### config.mk
export PLATFORM = sky130hd
export DESIGN_NAME = sdrd_byte_rx_flat
export DESIGN_NICKNAME = d
export VERILOG_FILES = /design/src/rtl/sdrd_pkg.sv /design/src/rtl/sdrd_byte_rx_if.sv /design/src/rtl/sdrd_byte_fifo.sv /design/src/rtl/sdrd_byte_rx.sv /design/src/flat_wrapper.sv
export SDC_FILE = /design/constraint.sdc
export NUM_CORES = 1
export LEC_CHECK = 0
export ABC_AREA = 1
export CORE_ASPECT_RATIO = 1.4
export CORE_UTILIZATION = 35
export CTS_BUF_LIST = sky130_fd_sc_hd__clkbuf_8 sky130_fd_sc_hd__clkbuf_16
export CTS_CLUSTER_SIZE = 8
export DETAILED_ROUTE_END_ITERATION = 8
export GPL_ROUTABILITY_DRIVEN = 0
export PLACE_DENSITY_LB_ADDON = 0.25
export SLEW_MARGIN = 20
export SYNTH_ARGS = -nofsm -noshare
export SYNTH_HDL_FRONTEND = slang
export SYNTH_SLANG_ARGS = --single-unit
### constraint.sdc
create_clock -name clk -period 2.3 [get_ports clk]
set_input_delay 0.345 -clock clk [delete_from_list [all_inputs] [get_ports clk]]
set_output_delay 0.345 -clock clk [all_outputs]
set_load 0.01 [all_outputs]
### src/rtl/sdrd_pkg.sv
// Shared types and constants for the SDRD byte receive path.
package sdrd_pkg;

    typedef enum logic {
        HUNT = 1'b0,
        DATA = 1'b1
    } rx_state_t;

    localparam logic [15:0] SYNC_WORD_DEFAULT = 16'h4489;
    localparam int unsigned BYTE_W            = 8;

endpackage

### src/rtl/sdrd_byte_rx_if.sv
// Bit-stream input, host pop/clear strobes and receive status outputs.
interface sdrd_byte_rx_if;
    import sdrd_pkg::*;

    logic              bit_vld;
    logic              sdrd;
    logic              rd_pop;
    logic              clr_ovr;
    logic [BYTE_W-1:0] rd_data;
    logic              rd_avail;
    logic              in_sync;
    logic              overrun;
    logic              frame_done;

    modport master (
        output bit_vld, sdrd, rd_pop, clr_ovr,
        input  rd_data, rd_avail, in_sync, overrun, frame_done
    );

    modport slave (
        input  bit_vld, sdrd, rd_pop, clr_ovr,
        output rd_data, rd_avail, in_sync, overrun, frame_done
    );

endinterface

### src/rtl/sdrd_byte_fifo.sv
// Small synchronous byte FIFO; a push into a full FIFO is dropped and flagged.
module sdrd_byte_fifo
    import sdrd_pkg::*;
#(
    parameter int unsigned DEPTH = 4,
    parameter int unsigned W     = BYTE_W
) (
    input  logic         clk,
    input  logic         rst_n,
    input  logic         push_i,
    input  logic [W-1:0] din_i,
    input  logic         pop_i,
    output logic [W-1:0] dout_o,
    output logic         full_o,
    output logic         empty_o,
    output logic         drop_o
);
    localparam int unsigned AW = $clog2(DEPTH);

    logic [AW:0]  wr_ptr_q, rd_ptr_q;
    logic [W-1:0] mem_q [DEPTH];
    logic         do_push, do_pop;

    assign empty_o = (wr_ptr_q == rd_ptr_q);
    assign full_o  = (wr_ptr_q[AW] != rd_ptr_q[AW]) &&
                     (wr_ptr_q[AW-1:0] == rd_ptr_q[AW-1:0]);
    assign do_pop  = pop_i && !empty_o;
    // A pop in the same cycle frees the slot, so a push while full still lands.
    assign do_push = push_i && (!full_o || do_pop);
    assign drop_o  = push_i && full_o && !pop_i;
    assign dout_o  = empty_o ? '0 : mem_q[rd_ptr_q[AW-1:0]];

    // Pointer and storage update.
    always_ff @(posedge clk or negedge rst_n) begin
        if (!rst_n) begin
            wr_ptr_q <= '0;
            rd_ptr_q <= '0;
            for (int unsigned i = 0; i < DEPTH; i++) begin
                mem_q[i] <= '0;
            end
        end else begin
            if (do_push) begin
                mem_q[wr_ptr_q[AW-1:0]] <= din_i;
                wr_ptr_q                <= wr_ptr_q + 1'b1;
            end
            if (do_pop) begin
                rd_ptr_q <= rd_ptr_q + 1'b1;
            end
        end
    end

endmodule

### src/rtl/sdrd_byte_rx.sv
// Sync-word hunt and MSB-first byte assembly feeding a byte FIFO.
module sdrd_byte_rx
    import sdrd_pkg::*;
#(
    parameter logic [15:0] SYNC_WORD  = SYNC_WORD_DEFAULT,
    parameter int unsigned FRAME_LEN  = 256,
    parameter int unsigned FIFO_DEPTH = 4
) (
    input logic           clk,
    input logic           rst_n,
    sdrd_byte_rx_if.slave bus
);
    localparam logic [15:0] LAST_IDX = 16'(FRAME_LEN - 1);

    rx_state_t         state_q;
    logic [15:0]       win_q, win_d;
    logic [7:0]        sh_q, sh_d;
    logic [2:0]        bit_cnt_q;
    logic [15:0]       byte_cnt_q;
    logic              in_sync_q, frame_done_q, ovr_q;
    logic              push;
    logic              fifo_full, fifo_empty, fifo_drop;
    logic [BYTE_W-1:0] fifo_dout;

    assign win_d = {win_q[14:0], bus.sdrd};
    assign sh_d  = {sh_q[6:0], bus.sdrd};
    assign push  = (state_q == DATA) && bus.bit_vld && (bit_cnt_q == 3'd7);

    sdrd_byte_fifo #(
        .DEPTH (FIFO_DEPTH),
        .W     (BYTE_W)
    ) u_fifo (
        .clk     (clk),
        .rst_n   (rst_n),
        .push_i  (push),
        .din_i   (sh_d),
        .pop_i   (bus.rd_pop),
        .dout_o  (fifo_dout),
        .full_o  (fifo_full),
        .empty_o (fifo_empty),
        .drop_o  (fifo_drop)
    );

    // Hunt/data state machine with its counters and registered status outputs.
    always_ff @(posedge clk or negedge rst_n) begin
        if (!rst_n) begin
            state_q      <= HUNT;
            win_q        <= '0;
            sh_q         <= '0;
            bit_cnt_q    <= '0;
            byte_cnt_q   <= '0;
            in_sync_q    <= 1'b0;
            frame_done_q <= 1'b0;
        end else begin
            frame_done_q <= 1'b0;
            case (state_q)
                HUNT: begin
                    if (bus.bit_vld) begin
                        win_q <= win_d;
                        if (win_d == SYNC_WORD) begin
                            state_q    <= DATA;
                            in_sync_q  <= 1'b1;
                            bit_cnt_q  <= '0;
                            byte_cnt_q <= '0;
                        end
                    end
                end
                DATA: begin
                    if (bus.bit_vld) begin
                        sh_q      <= sh_d;
                        bit_cnt_q <= bit_cnt_q + 3'd1;
                        if (bit_cnt_q == 3'd7) begin
                            if (byte_cnt_q == LAST_IDX) begin
                                frame_done_q <= 1'b1;
                                state_q      <= HUNT;
                                in_sync_q    <= 1'b0;
                                win_q        <= '0;
                            end else begin
                                byte_cnt_q <= byte_cnt_q + 16'd1;
                            end
                        end
                    end
                end
                default: state_q <= HUNT;
            endcase
        end
    end

    // Sticky overrun: a drop wins over a same-cycle clear.
    always_ff @(posedge clk or negedge rst_n) begin
        if (!rst_n) begin
            ovr_q <= 1'b0;
        end else if (fifo_drop) begin
            ovr_q <= 1'b1;
        end else if (bus.clr_ovr) begin
            ovr_q <= 1'b0;
        end
    end

    a_drop_only_when_full : assert property (@(posedge clk) disable iff (!rst_n)
        fifo_drop |-> fifo_full);

    assign bus.rd_data    = fifo_dout;
    assign bus.rd_avail   = !fifo_empty;
    assign bus.in_sync    = in_sync_q;
    assign bus.overrun    = ovr_q;
    assign bus.frame_done = frame_done_q;

endmodule
### src/flat_wrapper.sv
// flat-port wrapper written by rule: the top's interface ports become plain ports
module sdrd_byte_rx_flat import sdrd_pkg::*;
#(
    parameter logic [15:0] SYNC_WORD  = SYNC_WORD_DEFAULT,
    parameter int unsigned FRAME_LEN  = 256,
    parameter int unsigned FIFO_DEPTH = 4
)
  (clk, rst_n, bus_bit_vld, bus_sdrd, bus_rd_pop, bus_clr_ovr, bus_rd_data, bus_rd_avail, bus_in_sync, bus_overrun, bus_frame_done);
  sdrd_byte_rx_if bus_i ();
  input logic clk;
  input logic rst_n;
  input wire logic [$bits(bus_i.bit_vld)-1:0] bus_bit_vld;
  input wire logic [$bits(bus_i.sdrd)-1:0] bus_sdrd;
  input wire logic [$bits(bus_i.rd_pop)-1:0] bus_rd_pop;
  input wire logic [$bits(bus_i.clr_ovr)-1:0] bus_clr_ovr;
  output wire logic [$bits(bus_i.rd_data)-1:0] bus_rd_data;
  output wire logic [$bits(bus_i.rd_avail)-1:0] bus_rd_avail;
  output wire logic [$bits(bus_i.in_sync)-1:0] bus_in_sync;
  output wire logic [$bits(bus_i.overrun)-1:0] bus_overrun;
  output wire logic [$bits(bus_i.frame_done)-1:0] bus_frame_done;
  assign bus_i.bit_vld = bus_bit_vld;
  assign bus_i.sdrd = bus_sdrd;
  assign bus_i.rd_pop = bus_rd_pop;
  assign bus_i.clr_ovr = bus_clr_ovr;
  assign bus_rd_data = bus_i.rd_data;
  assign bus_rd_avail = bus_i.rd_avail;
  assign bus_in_sync = bus_i.in_sync;
  assign bus_overrun = bus_i.overrun;
  assign bus_frame_done = bus_i.frame_done;
  sdrd_byte_rx #(.SYNC_WORD(SYNC_WORD), .FRAME_LEN(FRAME_LEN), .FIFO_DEPTH(FIFO_DEPTH)) u_core (.clk(clk), .rst_n(rst_n), .bus(bus_i));
endmodule
==> results.json <==
{
  "outcome": "complete, but fails checks",
  "violations": "negative hold slack",
  "die_y_um": 132,
  "wl_met1_mm": 4.11,
  "critPathCaptureType": "primary output",
  "max_slew_margin": 0.648,
  "synth_edf_count": 0,
  "htree_levels": 3,
  "dp_cells": 663,
  "top_layer": "met4",
  "synth_fp_nets": 519,
  "cp_max_fo": 10,
  "yosysSeqAreaShare": 0.494,
  "synth_seq_cells": 83,
  "drcViolationCount": 0,
  "yosysUniqueCellTypes": 35,
  "io_buffers": 17,
  "clockBufferDepth": 2,
  "worstSkewPairLatency_ps": 350,
  "pre_cts_slack_ps": 231,
  "grt_setup_unrepaired": "true",
  "num_io_pins": 18,
  "setup_viol": 0,
  "num_rows": 47,
  "synth-main-ff-cell": "dfrtp_1",
  "post_dp_cell_area_um2": 4530,
  "core_area_um2": 11800,
  "firstDrtPassIters": 4,
  "cp.required_ps": 1960,
  "antenna_found_initial": 0,
  "gr-total-overflow": 0,
  "critPathLaunchType": "register",
  "critPathMaxStageDelay_ps": 470,
  "path_clk_slew_ps": 60,
  "tightest_slew_ps": 528,
  "antenna_cells": 0,
  "hold_slack_ps": -16.1,
  "fp.dieW_um": 94.6,
  "met2_length_mm": 4.35,
  "drive_above_1_share": 0.140,
  "slew_violations": 0,
  "power_density_nw_per_um2": 1060,
  "final.fill_count": 1228,
  "viasPerCell": 4.81,
  "period_share": 0.984,
  "syn_avg_cell_area_um2": 8.33,
  "p_leak_uw": 0.00240,
  "cts_buffers": 9,
  "path_delay_family": "buffers and inverters",
  "ys_warn_count": 0,
  "cp_cell_sequence": "xnor2_2, nand4_4, nand2_1, inv_1, clkdlybuf4s50_1",
  "grt_pass1_wl_mm": 15.4,
  "layout.nets": 546,
  "clock_sinks": 83,
  "cp_slowest_cell": "clkdlybuf4s50_1",
  "max_cap_violations": 0,
  "wl_per_cell_um": 13.0,
  "dieArea_um2": 12500,
  "timing.fmax_ghz": 0.442,
  "syn_area_um2": 4210,
  "grt_pass1_vias": 3172,
  "via_count": 3290,
  "p_total_uw": 5220,
  "syn_to_final_growth_pct": 16.8,
  "dpl.hpwl_mm": 6.02,
  "worst-path-buf-inv": 2,
  "wl_mm": 8.90,
  "grt_start_max_net_pins": 46,
  "async_flop_share": 1.00,
  "fin_ws_ps": 36.4,
  "fin_crit_ps": 2260,
  "post-route-cell-area_um2": 4910,
  "hold_violations": 38,
  "drt-initial-drc-count": 118,
  "track_usage": 0.159,
  "fin_util": 0.418,
  "worstPathArrival_ps": 1920,
  "layout.cells.non_filler": 684,
  "start_util": 0.358,
  "wl_met3_um": 276,
  "synthCells": 505,
  "vdd_ir_drop_max_mv": 0.427,
  "skew_ps": 12.0,
  "crit_type": "reg2out",
  "drtAntennaViolNets": 0,
  "cts_tree": "done",
  "hold_class": "in2async",
  "cts-root-buf": "clkbuf_16"
}
cells in the mapped netlist (2+ instances only):
cell      count  area [um^2]
inv_1        38          143
nand4_1       4         25.0
xor2_1        2         17.5
nand2_4       4         45.0
nand2_1     156          586
a21o_1        2         15.0
nor2_1       54          203
buf_2         3         15.0
buf_4         6         45.0
clkbuf_1      4         15.0
o21ai_2      11         96.3
dfrtp_1      83         2080
ha_1          8          100
nand3_1      18         90.1
o22ai_1      10         62.6
a21oi_1       6         30.0
o21ai_1      12         60.1
nand3_4       4         70.1
inv_2         4         15.0
nand2_2       7         43.8
o21ai_0      52          260
xnor2_1       4         35.0
state kept, by name, indices dropped and copies added (netlist names):
name                    flops
u_core.u_fifo.rd_ptr_q      3
u_core.bus.frame_done       1
u_core.sh_q                 7
u_core.byte_cnt_q          16
u_core.u_fifo.mem_q        32
u_core.bus.overrun          1
u_core.u_fifo.wr_ptr_q      3
u_core.state_q              1
u_core.bit_cnt_q            3
u_core.bus.in_sync          1
u_core.win_q               15
layout by cell type (no fill, tap or decap), drive strengths merged:
master / count
nand2: 167
dfrtp: 83
o21ai: 75
nor2: 57
inv: 45
nand3: 23
buf: 15
clkdlybuf4s50: 13
o22ai: 10
clkbuf: 9
ha: 8
a21oi: 6
nand4: 5
xnor2: 5
dlymetal6s2s: 3
clkinv: 3
xor2: 2
a21o: 2
or2: 2
nor3b: 1
nand3b: 1
clkinvlp: 1
bufinv: 1
routing by layer:
metal,GRT usage,up-vias
li1,-,1673
met1,0.208,1556
met2,0.257,48
met3,0.0278,13
met4,0.0606,0
met5,0,-
power breakdown:
group / internal [uW] / switching [uW]
registers: 1760 / 220
logic: 810 / 945
clock network: 856 / 632
total: 3430 / 1800
worst reg2reg max path, cell delays in order (launching register included):
cell and delay (ps):
dfrtp_1 380, ha_1 180, nand2_1 80, inv_2 80
nand2_2 70, nor2_4 160, nand2_2 110, o21ai_2 160
nand2_1 330, nand2_1 150, nand2_1 70
timing repair:
action	in CTS	in global routing
buffers inserted	4	1
gates resized for setup	6	6
pin swaps	2	4
hold buffers	0	0
setup endpoints to repair	8	8
hold endpoints to repair	0	0
final timing paths:
| path | start | end | slack (ps) | cells past startpoint |
|---|---|---|---|---|
| worst max-delay path | u_core.u_fifo.rd_ptr_q[1]$_DFFE_PN0P_ | bus_rd_data[5] | 40 | 5 |
| worst min-delay path | rst_n | u_core.u_fifo.wr_ptr_q[1]$_DFFE_PN0P_ | -20 | 1 |
| worst max register to register | u_core.byte_cnt_q[0]$_DFFE_PN0P_ | u_core.win_q[9]$_DFFE_PN0P_ | 420 | 10 |
| worst min register to register | u_core.bit_cnt_q[0]$_DFFE_PN0P_ | u_core.bit_cnt_q[0]$_DFFE_PN0P_ | 480 | 1 |
| max in group asynchronous | rst_n | u_core.win_q[4]$_DFFE_PN0P_ | 1700 | 2 |
| min in group clk | u_core.bit_cnt_q[0]$_DFFE_PN0P_ | u_core.bit_cnt_q[0]$_DFFE_PN0P_ | 480 | 1 |
logic make-up after synthesis:
family | count (synthesis) | share of synthesized area
AO/OA/AOI/OAI | 93 | 0.125
XOR/XNOR | 7 | 0.0164
adder cells (fa/ha/maj) | 8 | 0.0238
buffers and inverters | 58 | 0.0637
flip-flops | 83 | 0.494
AND/OR/NAND/NOR | 256 | 0.278
layout make-up:
| class | instances | area (um^2) | share of cell area |
|---|---|---|---|
| Clock inverter | 7 | 81.3 | 0.0166 |
| Sequential cell | 83 | 2080 | 0.423 |
| Inverter | 43 | 166 | 0.0339 |
| Multi-Input combinational cell | 364 | 1880 | 0.383 |
| Tap cell | 147 | 184 | 0.0375 |
| Clock buffer | 9 | 225 | 0.0459 |
| Timing Repair Buffer | 31 | 297 | 0.0604 |
per-stage QoR:
step,hold WS [ps],TNS (ps)
2_1_floorplan,49.4,0
3_3_place_gp,360,0
3_5_place_dp,363,0
4_1_cts,0.345,0
5_1_grt,21.8,-153
6_report,-16.1,0
Note: power is estimated with default switching activity, not from simulation.
